==> src/rtl/ram_arbiter_pkg.sv <==
// ram_arbiter_pkg
//   Shared sizing constants and the arbiter state enumeration.
//   ADDR_W  : RAM address width (8 words)
//   DATA_W  : RAM word width
//   NUM_REQ : number of requesters sharing the RAM
package ram_arbiter_pkg;

   localparam int ADDR_W  = 3;
   localparam int DATA_W  = 4;
   localparam int NUM_REQ = 2;

   typedef enum logic {
      ST_CLEAR,
      ST_SERVE
   } state_t;

endpackage

==> src/rtl/ram_arbiter_ram.sv <==
// ram
//   Single-port RAM: synchronous write, combinational read.
//   i_clk        : clock, writes on rising edge
//   i_rst        : synchronous active-high reset; suppresses writes while high
//   i_write_en   : write strobe
//   i_addr       : word address, also drives the combinational read
//   i_write_data : data written when i_write_en is high
//   o_read_data  : mem[i_addr], combinational
module ram #(
   parameter int ADDR_W = ram_arbiter_pkg::ADDR_W,
   parameter int DATA_W = ram_arbiter_pkg::DATA_W
) (
   input  logic              i_clk,
   input  logic              i_rst,
   input  logic              i_write_en,
   input  logic [ADDR_W-1:0] i_addr,
   input  logic [DATA_W-1:0] i_write_data,
   output logic [DATA_W-1:0] o_read_data
);

   logic [DATA_W-1:0] r_mem [2**ADDR_W];

   // NOTE: the storage array has no reset branch; the arbiter's clear sweep
   // zeroes it, which keeps the array mappable onto plain RAM cells.
   always_ff @(posedge i_clk) begin
      if (!i_rst && i_write_en) begin
         r_mem[i_addr] <= i_write_data;
      end
   end

   assign o_read_data = r_mem[i_addr];

endmodule

==> src/rtl/ram_arbiter.sv <==
// ram_arbiter
//   Two-requester round-robin arbiter in front of a shared RAM. After reset or
//   an i_clear pulse the RAM is swept to zero (CLEAR, 8 cycles); requests are
//   served only in SERVE.
//   i_clk, i_rst          : clock, synchronous active-high reset
//   i_clear               : pulse, starts a clear sweep (SERVE only)
//   i_req, i_we           : per-requester request / write enable
//   i_addr0/1, i_wdata0/1 : per-requester address and write data
//   o_gnt                 : combinational one-hot grant
//   o_rvalid, o_rdata     : registered read response, one cycle after grant
//   o_ready               : high while in SERVE
module ram_arbiter #(
   parameter int ADDR_W = ram_arbiter_pkg::ADDR_W,
   parameter int DATA_W = ram_arbiter_pkg::DATA_W
) (
   input  logic                                i_clk,
   input  logic                                i_rst,
   input  logic                                i_clear,
   input  logic [ram_arbiter_pkg::NUM_REQ-1:0] i_req,
   input  logic [ram_arbiter_pkg::NUM_REQ-1:0] i_we,
   input  logic [ADDR_W-1:0]                   i_addr0,
   input  logic [ADDR_W-1:0]                   i_addr1,
   input  logic [DATA_W-1:0]                   i_wdata0,
   input  logic [DATA_W-1:0]                   i_wdata1,
   output logic [ram_arbiter_pkg::NUM_REQ-1:0] o_gnt,
   output logic [ram_arbiter_pkg::NUM_REQ-1:0] o_rvalid,
   output logic [DATA_W-1:0]                   o_rdata,
   output logic                                o_ready
);

   import ram_arbiter_pkg::*;

   state_t              r_state;
   logic [ADDR_W-1:0]   r_clr_addr;
   logic                r_last;      // index of the most recently granted requester
   logic [NUM_REQ-1:0]  r_rvalid;
   logic [DATA_W-1:0]   r_rdata;
   logic                r_ready;

   logic [NUM_REQ-1:0]  w_gnt;
   logic                w_win;       // index of this cycle's winner (valid when |w_gnt)
   logic                w_ram_we;
   logic [ADDR_W-1:0]   w_ram_addr;
   logic [DATA_W-1:0]   w_ram_wdata;
   logic [DATA_W-1:0]   w_ram_rdata;

   // Grant: clear and reset both take priority over any request.
   always_comb begin
      // NOTE: each combinational output is given a default first, so no path
      // through the block can leave it unassigned and infer a latch.
      w_gnt = '0;
      if (!i_rst && r_state == ST_SERVE && !i_clear) begin
         if (&i_req) begin
            w_gnt = r_last ? 2'b01 : 2'b10;
         end else begin
            w_gnt = i_req;
         end
      end
   end

   assign w_win = w_gnt[1];

   // RAM port mux: sweep counter during CLEAR, the winner's command otherwise.
   always_comb begin
      w_ram_we    = 1'b0;
      w_ram_addr  = r_clr_addr;
      w_ram_wdata = '0;
      if (r_state == ST_CLEAR) begin
         w_ram_we = 1'b1;
      end else if (|w_gnt) begin
         w_ram_we    = i_we[w_win];
         w_ram_addr  = w_win ? i_addr1  : i_addr0;
         w_ram_wdata = w_win ? i_wdata1 : i_wdata0;
      end
   end

   ram #(
      .ADDR_W (ADDR_W),
      .DATA_W (DATA_W)
   ) u_ram (
      .i_clk        (i_clk),
      .i_rst        (i_rst),
      .i_write_en   (w_ram_we),
      .i_addr       (w_ram_addr),
      .i_write_data (w_ram_wdata),
      .o_read_data  (w_ram_rdata)
   );

   // NOTE: sequential state uses non-blocking assignments so every register
   // here sees the pre-edge value of every other one.
   always_ff @(posedge i_clk) begin
      if (i_rst) begin
         r_state    <= ST_CLEAR;
         r_clr_addr <= '0;
         r_last     <= 1'b1;       // requester 0 wins the first tie
         r_rvalid   <= '0;
         r_rdata    <= '0;
         r_ready    <= 1'b0;
      end else begin
         r_rvalid <= '0;
         case (r_state)
            ST_CLEAR: begin
               r_clr_addr <= r_clr_addr + ADDR_W'(1);
               if (r_clr_addr == '1) begin
                  r_state <= ST_SERVE;
                  r_ready <= 1'b1;
               end
            end
            ST_SERVE: begin
               if (i_clear) begin
                  r_state    <= ST_CLEAR;
                  r_clr_addr <= '0;
                  r_ready    <= 1'b0;
               end else if (|w_gnt) begin
                  r_last <= w_win;
                  if (!i_we[w_win]) begin
                     r_rvalid <= w_gnt;
                     r_rdata  <= w_ram_rdata;
                  end
               end
            end
         endcase
      end
   end

   assign o_gnt    = w_gnt;
   assign o_rvalid = r_rvalid;
   assign o_rdata  = r_rdata;
   assign o_ready  = r_ready;

endmodule

==> config.mk <==
export PLATFORM = sky130hd
export DESIGN_NAME = ram_arbiter
export DESIGN_NICKNAME = d
export VERILOG_FILES = /design/src/rtl/ram_arbiter_pkg.sv /design/src/rtl/ram_arbiter_ram.sv /design/src/rtl/ram_arbiter.sv
export SDC_FILE = /design/constraint.sdc
export NUM_CORES = 1
export LEC_CHECK = 0
export ABC_AREA = 1
export BUFFER_PORTS_ARGS = -buffer_cell sky130_fd_sc_hd__buf_4
export CAP_MARGIN = 20
export CORE_MARGIN = 2
export CORE_UTILIZATION = 48
export CTS_CLUSTER_SIZE = 14
export DETAILED_ROUTE_END_ITERATION = 10
export GPL_TIMING_DRIVEN = 0
export PLACE_DENSITY_LB_ADDON = 0.1
export SLEW_MARGIN = 5
export SYNTH_ARGS = -nofsm -noshare
export SYNTH_HDL_FRONTEND = slang
export SYNTH_SLANG_ARGS = --single-unit
==> constraint.sdc <==
create_clock -name i_clk -period 3 [get_ports i_clk]
set_clock_uncertainty 0.15 [all_clocks]
set_input_delay 0.75 -clock i_clk [delete_from_list [all_inputs] [get_ports i_clk]]
set_output_delay 0.75 -clock i_clk [all_outputs]
set_load 0.1 [all_outputs]
==> impl_results.rst, run 1 <==
.. list-table::
   :header-rows: 1

   * - Metric
     - Value
   * - Input/output buffers
     - 29
   * - TritonCTS Buffers
     - 5
   * - R2R Setup Slk
     - 530 ps
   * - Endpoint required time on the critical path
     - 2100 ps
   * - Post-route non-filler standard cell count
     - 334
   * - Worst-Skew Late Latency
     - 290 ps
   * - Result of the run
     - completed
   * - Tightest slew margin relative to the limit
     - 0.433
   * - Post-CTS resize count
     - 0
   * - Number of setup buffers added after CTS
     - 0
   * - H-tree levels
     - 2
   * - Die footprint
     - 5120 µm²
   * - Placer's final routability congestion estimate
     - 0.800
   * - Final-report hold violation count
     - 0
   * - Number of flops mapped to enable cells by yosys
     - 32
   * - Startpoint of the lowest-slack hold path
     - o_ready
   * - Total track usage
     - 0.175
   * - Pwr/cell area
     - 447 nW/µm²
   * - Hold bufs inserted after CTS
     - 0
   * - Flip-flop and latch count after synthesis
     - 44
   * - Startpoint type of the worst setup path
     - input pin
   * - Mean cell area of the mapped netlist
     - 8.94 µm²
   * - Count of unique library cells instantiated by Yosys
     - 24
   * - Worst endpoint data arrival time
     - 1850 ps
   * - Netlist Area Pre-Place
     - 2190 µm²
   * - Most common cell type on the critical path
     - buf_4
   * - Routed vias
     - 1594
   * - Delay-heaviest family, CP
     - buffers and inverters
   * - Final-report max-slew violation count
     - 0
   * - Sequential area share after synthesis
     - 0.548
   * - Longest individual stage delay on the worst path
     - 280 ps
   * - Final layout net count
     - 304
   * - End of the worst register-to-register path
     - u_ram.r_mem[7][0]
   * - Max stage delay cell, worst path
     - buf_4
   * - Chip height
     - 71.6 µm
   * - Diode insertion count for antenna repair
     - 0
   * - Pre-Repair DR Iteration Count
     - 4
   * - # DRC
     - 0
   * - Worst-case reg-to-reg path depth
     - 11
   * - Asr flop ratio synth
     - 0
   * - Count of yosys warnings during synthesis
     - 0
   * - Peak fanout along the critical path
     - 10
   * - Post-DRT Antenna Nets
     - 0
   * - Routed length per placed instance
     - 12.4 µm
   * - Number of primary I/O pins
     - 30
   * - Final-layout setup total negative slack
     - 0 ps
   * - Maximum number of pins on one net before global-route repair
     - 14
   * - Post-synth net total
     - 268
   * - HPWL after detailed placement
     - 3130 µm
   * - # rows
     - 24
   * - Overflow after GRT
     - 0
   * - Core outline area
     - 4380 µm²
   * - Slew of the pin with the lowest slew margin
     - 851 ps
   * - Area used by sequential logic in the layout
     - 1200 µm²
   * - Vias in the first global route
     - 1406
   * - Setup repair after global routing missed its margin
     - false
   * - Die Width
     - 71.6 µm
   * - Endpoint of the worst hold-timing path
     - o_ready
   * - Path type of the worst setup path
     - input pin to primary output
   * - Maximum clock frequency
     - 364 MHz
   * - Number of placed cells counting well taps
     - 326
   * - Count of routing violations after the opening detailed-route iteration
     - 59
   * - Max capacitance violation total
     - 0
   * - Setup Viol. Count Final
     - 0
   * - Worst-path cell chain
     - buf_4, inv_1, nand2_2, nor2_4, nand2_4, buf_6, clkinv_4, buf_4
   * - Top_reg_cell synth
     - edfxtp_1
   * - Share of cells above drive strength 1
     - 0.220
   * - Sink count of the clock tree
     - 44
   * - Number of cells produced by synthesis
     - 245
   * - Cell at the root of the clock tree
     - clkbuf_8
   * - Cells on Worst Hold Path
     - 2
   * - Worst vdd ir
     - 0.287 mV
   * - Wire length after detailed routing
     - 4150 µm
   * - CTS tree
     - done
   * - Period Utilization, post-route
     - 0.915
   * - Area of the multi-input gates
     - 772 µm²
   * - Number of antenna violations at the first check in global routing
     - 0
   * - Fill count
     - 409
   * - Final critical-path required period
     - 2750 ps
   * - Area growth from synthesis to layout
     - 16.7%
   * - Type of the worst min-delay path
     - flip-flop to flip-flop
   * - Source of the worst register-to-register timing path
     - r_state
   * - Clock transition at path regs
     - 80 ps
   * - Starting density of the core
     - 0.500
   * - First-pass GRT wire length
     - 6660 µm
   * - Leakage component of the power
     - 1.18 nW
   * - Worst setup EP type
     - primary output
   * - Maximum buffer depth of the clock tree
     - 2
   * - Mean number of vias per cell
     - 4.77
   * - Count of buffering cells on the critical path with inverters included
     - 5
   * - Tightest hold margin
     - 321 ps
## registers in the layout, summed over array words and instances (netlist names)
register	cells
r_clr_addr	3
o_rvalid	2
o_rdata	4
r_last	1
u_ram.r_mem	32
r_state	1
o_ready	1
## stage by stage
step	setup slack [ps]	total power, W	cell area, µm²	util
2_1_floorplan	324	0.000757	2190	-
3_3_place_gp	28.7	0.000800	2470	0.564
3_5_place_dp	31.5	0.000801	2470	0.564
4_1_cts	252	0.00115	2560	0.583
5_1_grt	197	0.00119	2560	0.583
6_report	255	0.00114	2560	0.583
## worst max-delay path by stage
stage                     startpoint                end  slack (ps)  cells after the start
final                        i_clear           o_gnt[1]         250                      8
after floorplan              i_clear           o_gnt[0]         320                      5
after CTS                    i_clear           o_gnt[1]         250                      8
after global placement       i_clear  u_ram.r_mem[2][0]          30                     13
after detailed placement     i_clear  u_ram.r_mem[7][2]          30                     13
after global routing         i_clear           o_gnt[1]         200                      8
## power by group
part	internal (W)	total (W)	switching [W]	leakage, nW
Combinational	0.0000495	0.000122	0.0000724	0.770
Sequential	0.000659	0.000664	0.00000506	0.372
Clock	0.000161	0.000357	0.000195	0.0388
Total	0.000870	0.00114	0.000273	1.18
## layout by cell type, fill, tap and decap left out, types with 2 or more instances in the layout
| cell | synthesis | layout |
|---|---|---|
| buf_6 | 3 | 3 |
| clkbuf_8 | 0 | 5 |
| inv_1 | 43 | 43 |
| buf_4 | 1 | 30 |
| nor2_1 | 22 | 22 |
| o21ai_1 | 3 | 3 |
| dfxtp_1 | 12 | 12 |
| ha_1 | 2 | 2 |
| o21ai_0 | 7 | 7 |
| a21oi_1 | 5 | 5 |
| nor2_4 | 7 | 7 |
| nand2_1 | 64 | 64 |
| nand2_4 | 3 | 3 |
| nand3_1 | 25 | 25 |
| edfxtp_1 | 32 | 32 |
| nand2_2 | 7 | 7 |
## cell usage after synthesis (2+ instances only)
cell      number  share of area
a21oi_1        5          0.011
inv_1         43          0.074
o21ai_0        7          0.016
nand2_1       64           0.11
nor2_1        22          0.038
nand2_4        3          0.015
o21ai_1        3         0.0069
dfxtp_1       12           0.11
ha_1           2          0.011
edfxtp_1      32           0.44
nand2_2        7          0.020
nor2_4         7          0.036
buf_6          3          0.015
nand3_1       25          0.057
## area by class of cell
| class | instances | area share |
|---|---|---|
| sequential | 44 | 0.470 |
| multi-input combinational | 152 | 0.302 |
| clock buffer | 6 | 0.0284 |
| clock inverter | 2 | 0.00440 |
| buffer | 4 | 0.0161 |
| tap | 52 | 0.0254 |
| timing repair buffer | 29 | 0.0851 |
| inverter | 45 | 0.0690 |
## logic make-up after synthesis
group,Yosys count,synth area share
adder cells (fa/ha/maj),2,0.0114
buffers and inverters,49,0.0994
flip-flops,44,0.548
AO/OA/AOI/OAI,18,0.0451
AND/OR/NAND/NOR,132,0.296
## worst reg2reg max path: stages (launching register included)
cell and delay (ps):
dfxtp_1 410, nand2_2 100, nor2_4 220, nand2_4 130, buf_6 170, clkinv_4 70
nor2_1 60, nor2_4 120, nand2_1 70, o21ai_0 130, nand2_1 190, nor2_1 320
## metal layers
layer	vias to the layer above	wire [µm]	global-route usage
li1	845	-	-
met1	713	1940	0.227
met2	30	2000	0.283
met3	6	160	0.0450
met4	0	52	0.0650
met5	-	0	0
Power figures use the tool's default switching activity.
==> run 2: changes to the inputs <==
Settings changed: PLACE_DENSITY set to 0.68, PLACE_DENSITY_LB_ADDON 0.1 to not set.
==> impl_results.rst, run 2 (synthesis results as in run 1) <==
.. list-table::
   :header-rows: 1

   * - Metric
     - Value
   * - Diode insertion count for antenna repair
     - 0 (unchanged)
   * - Final layout net count
     - 304 (unchanged)
   * - First-pass GRT wire length
     - 6850 µm (+2.9%)
   * - Overflow after GRT
     - 0 (unchanged)
   * - Flip-flop count of the largest register, all copies and words added
     - 32 (unchanged)
   * - Number of setup buffers added after CTS
     - 0 (unchanged)
   * - R2R Setup Slk
     - 560 ps (+30 ps)
   * - Maximum number of pins on one net before global-route repair
     - 14 (unchanged)
   * - Most common cell type on the critical path
     - buf_4
   * - Delay-heaviest family, CP
     - buffers and inverters
   * - Cells on Worst Hold Path
     - 2 (unchanged)
   * - Fill count
     - 410 (+0.24%)
   * - Worst setup EP type
     - primary output
   * - Final-report hold violation count
     - 0 (unchanged)
   * - Period Utilization, post-route
     - 0.912 (-0.00336)
   * - Chip height
     - 71.6 µm (unchanged)
   * - Startpoint type of the worst setup path
     - input pin
   * - Placer's final routability congestion estimate
     - 0.802 (+0.30%)
   * - CTS tree
     - done
   * - Slew of the pin with the lowest slew margin
     - 730 ps (-121 ps)
   * - Source of the worst register-to-register timing path
     - r_state
   * - Endpoint of the worst hold-timing path
     - o_ready
   * - Startpoint of the lowest-slack hold path
     - o_ready
   * - Path type of the worst setup path
     - input pin to primary output
   * - Wire length after detailed routing
     - 4080 µm (-1.7%)
   * - Area used by sequential logic in the layout
     - 1200 µm² (unchanged)
   * - Top library cells by usage in the layout, fill and taps aside
     - nand2_1, inv_1, edfxtp_1
   * - Tightest slew margin relative to the limit
     - 0.513 (+0.0807)
   * - Final-layout setup total negative slack
     - 0 ps (unchanged)
   * - Final critical-path required period
     - 2740 ps (-10.1 ps)
   * - Clock transition at path regs
     - 80 ps (about the same)
   * - HPWL after detailed placement
     - 3130 µm (+0.22%)
   * - Worst-path cell chain
     - buf_4, inv_1, nand2_2, nor2_4, nand2_4, buf_6, clkinv_4, buf_4
   * - Area of the multi-input gates
     - 772 µm² (unchanged)
   * - Routed length per placed instance
     - 12.2 µm (-1.4%)
   * - Pre-Repair DR Iteration Count
     - 4 (unchanged)
   * - Setup repair after global routing missed its margin
     - false
   * - Worst-case reg-to-reg path depth
     - 11 (unchanged)
   * - H-tree levels
     - 2 (unchanged)
   * - Maximum buffer depth of the clock tree
     - 2 (unchanged)
   * - Count of routing violations after the opening detailed-route iteration
     - 81 (+37%)
   * - Post-route core utilization
     - 0.583 (about the same)
   * - Post-route setup slack
     - 265 ps (+10.1 ps)
   * - Input/output buffers
     - 29 (unchanged)
   * - Count of buffering cells on the critical path with inverters included
     - 5 (unchanged)
   * - Area growth from synthesis to layout
     - 16.6% (about the same)
   * - Vias in the first global route
     - 1451 (+3.2%)
   * - Worst-Skew Late Latency
     - 290 ps (about the same)
   * - Cell at the root of the clock tree
     - clkbuf_8
   * - TritonCTS Buffers
     - 5 (unchanged)
   * - Post-DRT Antenna Nets
     - 0 (unchanged)
   * - Die Width
     - 71.6 µm (unchanged)
   * - Post-place instance area
     - 2470 µm² (unchanged)
   * - Pwr/cell area
     - 445 nW/µm² (-0.46%)
   * - Routed vias
     - 1584 (-0.63%)
   * - Maximum clock frequency
     - 366 MHz (+0.37%)
   * - Die footprint
     - 5120 µm² (unchanged)
   * - Worst vdd ir
     - 0.283 mV (-1.6%)
   * - Worst endpoint data arrival time
     - 1840 ps (about the same)
   * - Hold bufs inserted after CTS
     - 0 (unchanged)
   * - Peak fanout along the critical path
     - 10 (unchanged)
   * - Max capacitance violation total
     - 0 (unchanged)
   * - Number of primary I/O pins
     - 30 (unchanged)
   * - Setup Viol. Count Final
     - 0 (unchanged)
   * - Endpoint required time on the critical path
     - 2100 ps (about the same)
   * - Register with the most flip-flops
     - u_ram.r_mem
   * - Max stage delay cell, worst path
     - buf_4
   * - Minimum setup slack after placement
     - 71.4 ps (+39.9 ps)
   * - Mean number of vias per cell
     - 4.76 (-0.33%)
   * - Total track usage
     - 0.179 (+0.00454)
   * - Share of cells above drive strength 1
     - 0.224 (+0.00434)
   * - Number of antenna violations at the first check in global routing
     - 0 (unchanged)
   * - Type of the worst min-delay path
     - flip-flop to flip-flop
   * - Commonest non-fill, non-tap cell in the layout
     - nand2_1
   * - Core outline area
     - 4380 µm² (unchanged)
   * - End of the worst register-to-register path
     - u_ram.r_mem[5][0]
   * - # DRC
     - 0 (unchanged)
   * - Leakage component of the power
     - 1.18 nW (about the same)
   * - Starting density of the core
     - 0.500 (unchanged)
   * - Post-CTS resize count
     - 0 (unchanged)
   * - Result of the run
     - completed
   * - # rows
     - 24 (unchanged)
   * - Post-route cell area
     - 2550 µm² (about the same)
   * - Sink count of the clock tree
     - 44 (unchanged)
   * - Longest individual stage delay on the worst path
     - 280 ps (about the same)
   * - Final-report max-slew violation count
     - 0 (unchanged)
## run 2: cell count changes in the layout (fill, tap and decap cells not counted)
cell,previous run,this run
clkbuf_1,1,0
clkinv_1,1,0
clkinv_2,0,1
## run 2: cell type report
cell class                 count  share of cell area
buffer                         4              0.0162
timing repair buffer          29              0.0852
clock buffer                   5              0.0269
multi-input combinational    152               0.302
clock inverter                 2             0.00490
sequential                    44               0.470
inverter                      45              0.0690
tap                           52              0.0255
## run 2: worst max path at each step
stage,from,endpoint,slack (ps),cells past startpoint
after floorplan,i_clear,o_gnt[0],320,5
after global placement,i_clear,u_ram.r_mem[4][0],90,13
after detailed placement,i_clear,u_ram.r_mem[7][1],70,13
after CTS,i_clear,o_gnt[1],260,8
after global routing,i_clear,u_ram.r_mem[6][0],160,13
final,i_clear,o_gnt[1],260,8
## run 2: per-stage QoR
step / power, W / hold slack [ps] / instances
final: 0.00114 / 324 / 333
after CTS: 0.00115 / 335 / 333
after detailed placement: 0.000801 / 324 / 326
after floorplan: 0.000757 / 311 / 245
after global routing: 0.00119 / 371 / 333
after global placement: 0.000800 / 308 / 326
## run 2: worst register-to-register path, cell delays in order, from the launching register on
cell and delay (ps):
dfxtp_1 410, nand2_2 110, nor2_4 210, nand2_4 120, buf_6 170, clkinv_4 70
nor2_1 60, nor2_4 110, nand2_1 70, o21ai_0 120, nand2_1 180, nor2_1 330
## run 2: per-layer routing
metal  wire length, µm  global-route usage  part of all wire
met3               153              0.0338             0.038
met2              1900               0.292              0.47
met5                 0                   0                 0
met4                70              0.0692             0.017
met1              1960               0.238              0.48
## run 2: where the power goes
| group | internal, W | total (W) | switching (W) |
|---|---|---|---|
| combinational | 0.0000496 | 0.000122 | 0.0000726 |
| sequential | 0.000659 | 0.000664 | 0.00000541 |
| clock | 0.000158 | 0.000350 | 0.000192 |
==> run 3: changes to the inputs <==
Settings changed: PLACE_DENSITY 0.68 to not set, PLACE_DENSITY_LB_ADDON set to 0.08.
==> impl_results.rst, run 3 (synthesis results as in run 1) <==
.. list-table::
   :header-rows: 1

   * - Metric
     - Value
   * - Result of the run
     - completed
   * - Minimum setup slack after placement
     - -19.6 ps (-91.0 ps)
   * - Pwr/cell area
     - 457 nW/µm² (+2.8%)
   * - Worst endpoint data arrival time
     - 1860 ps (+20 ps)
   * - Endpoint required time on the critical path
     - 2100 ps (about the same)
   * - Number of setup buffers added after CTS
     - 0 (unchanged)
   * - TritonCTS Buffers
     - 5 (unchanged)
   * - Mean number of vias per cell
     - 4.88 (+2.5%)
   * - Setup Viol. Count Final
     - 0 (unchanged)
   * - Input/output buffers
     - 29 (unchanged)
   * - Diode insertion count for antenna repair
     - 0 (unchanged)
   * - Startpoint type of the worst setup path
     - input pin
   * - Overflow after GRT
     - 0 (unchanged)
   * - HPWL after detailed placement
     - 3230 µm (+3.0%)
   * - Clock transition at path regs
     - 90 ps (about the same)
   * - Chip height
     - 71.6 µm (unchanged)
   * - H-tree levels
     - 2 (unchanged)
   * - Sink count of the clock tree
     - 44 (unchanged)
   * - Maximum buffer depth of the clock tree
     - 2 (unchanged)
   * - Post-DRT Antenna Nets
     - 0 (unchanged)
   * - Number of antenna violations at the first check in global routing
     - 0 (unchanged)
   * - Routed vias
     - 1629 (+2.8%)
   * - Tightest slew margin relative to the limit
     - 0.512 (-0.00163)
   * - Commonest non-fill, non-tap cell in the layout
     - nand2_1
   * - Vias in the first global route
     - 1475 (+1.7%)
   * - Slew of the pin with the lowest slew margin
     - 732 ps (+2.45 ps)
   * - Startpoint of the lowest-slack hold path
     - o_ready
   * - Period Utilization, post-route
     - 0.919 (+0.00726)
   * - Max capacitance violation total
     - 0 (unchanged)
   * - # DRC
     - 0 (unchanged)
   * - Core outline area
     - 4380 µm² (unchanged)
   * - Path type of the worst setup path
     - input pin to primary output
   * - Die footprint
     - 5120 µm² (unchanged)
   * - Post-route non-filler standard cell count
     - 334 (+0.30%)
   * - Worst vdd ir
     - 0.369 mV (+30%)
   * - Number of placed cells counting well taps
     - 326 (unchanged)
   * - Count of routing violations after the opening detailed-route iteration
     - 81 (unchanged)
   * - Area growth from synthesis to layout
     - 17.2%
   * - Setup repair after global routing missed its margin
     - false
   * - Peak fanout along the critical path
     - 10 (unchanged)
   * - # rows
     - 24 (unchanged)
   * - Routed length per placed instance
     - 12.6 µm (+2.6%)
   * - Post-route setup slack
     - 243 ps (-21.8 ps)
   * - Starting density of the core
     - 0.500 (unchanged)
   * - Source of the worst register-to-register timing path
     - r_state
   * - Register with the most flip-flops
     - u_ram.r_mem
   * - Critical path launch point
     - i_clear
   * - Die Width
     - 71.6 µm (unchanged)
   * - Leakage component of the power
     - 1.19 nW (+0.44%)
   * - Cell at the root of the clock tree
     - clkbuf_8
   * - Total track usage
     - 0.182 (+0.00283)
   * - Flip-flop count of the largest register, all copies and words added
     - 32 (unchanged)
   * - Maximum clock frequency
     - 363 MHz (-0.79%)
   * - Final critical-path required period
     - 2760 ps (+21.8 ps)
   * - Hold bufs inserted after CTS
     - 0 (unchanged)
   * - First-pass GRT wire length
     - 6910 µm (+0.90%)
   * - Final layout net count
     - 304 (unchanged)
   * - Final-report max-slew violation count
     - 0 (unchanged)
   * - Pre-Repair DR Iteration Count
     - 4 (unchanged)
   * - Placer's final routability congestion estimate
     - 0.817 (+1.9%)
   * - Post-CTS resize count
     - 0 (unchanged)
   * - Worst-Skew Late Latency
     - 300 ps (about the same)
   * - Number of primary I/O pins
     - 30 (unchanged)
   * - Wire length after detailed routing
     - 4200 µm (+2.9%)
   * - Share of cells above drive strength 1
     - 0.227 (+0.00275)
   * - Final-report hold violation count
     - 0 (unchanged)
   * - Maximum number of pins on one net before global-route repair
     - 17 (+3)
   * - Top library cells by usage in the layout, fill and taps aside
     - nand2_1, inv_1, edfxtp_1
   * - CTS tree
     - done
   * - Worst setup EP type
     - primary output
   * - Type of the worst min-delay path
     - flip-flop to flip-flop
run 3: cell types whose count changed in the layout (fill, tap and decap cells not counted):
| cell | change |
|---|---|
| inv_6 | +2 |
| clkinv_2 | -1 |
run 3: through the flow:
step                area, µm²  setup TNS (ps)  hold slack (ps)  power, W   util
detailed placement       2470           -78.4              317  0.000801  0.564
CTS                      2570               0              330   0.00119  0.586
global placement         2470           -85.0              305  0.000800  0.564
global route             2570               0              389   0.00123  0.586
finish                   2570               0              326   0.00117  0.586
floorplan                2190               0              311  0.000757      -
run 3: worst paths after layout:
path / to / slack (ps) / cells past startpoint
hold / removal: o_ready / 330 / 2
hold reg to reg: o_ready / 330 / 2
setup reg to reg: u_ram.r_mem[6][3] / 470 / 11
setup / recovery: o_gnt[1] / 240 / 8
run 3: area by class of cell:
| type | count | area (µm²) |
|---|---|---|
| plain buffers | 4 | 41.3 |
| clock buffers | 5 | 68.8 |
| clock inverters | 3 | 25.0 |
| fillers | 403 | 1820 |
| inverters | 45 | 176 |
| multi-input cells | 152 | 772 |
| flip-flops and latches | 44 | 1200 |
| well taps | 52 | 65.1 |
| repair buffers | 29 | 218 |
run 3: worst max-delay path, stage by stage:
cell and delay (ps):
buf_4 110, inv_1 50, nand2_2 60, nor2_4 220, nand2_4 130, buf_6 170
clkinv_4 60, buf_4 280
run 3: layer usage:
metal,track usage,vias to the layer above,part of all wire
li1,-,845,-
met1,0.255,730,0.46
met4,0.0692,0,0.015
met3,0.0422,6,0.064
met5,0,-,0
met2,0.277,48,0.46
run 3: where the power goes:
group          switching, W  internal [W]  total (W)
combinational     0.0000726     0.0000495   0.000122
sequential       0.00000559      0.000659   0.000665
clock              0.000217      0.000170   0.000387
total              0.000296      0.000878    0.00117
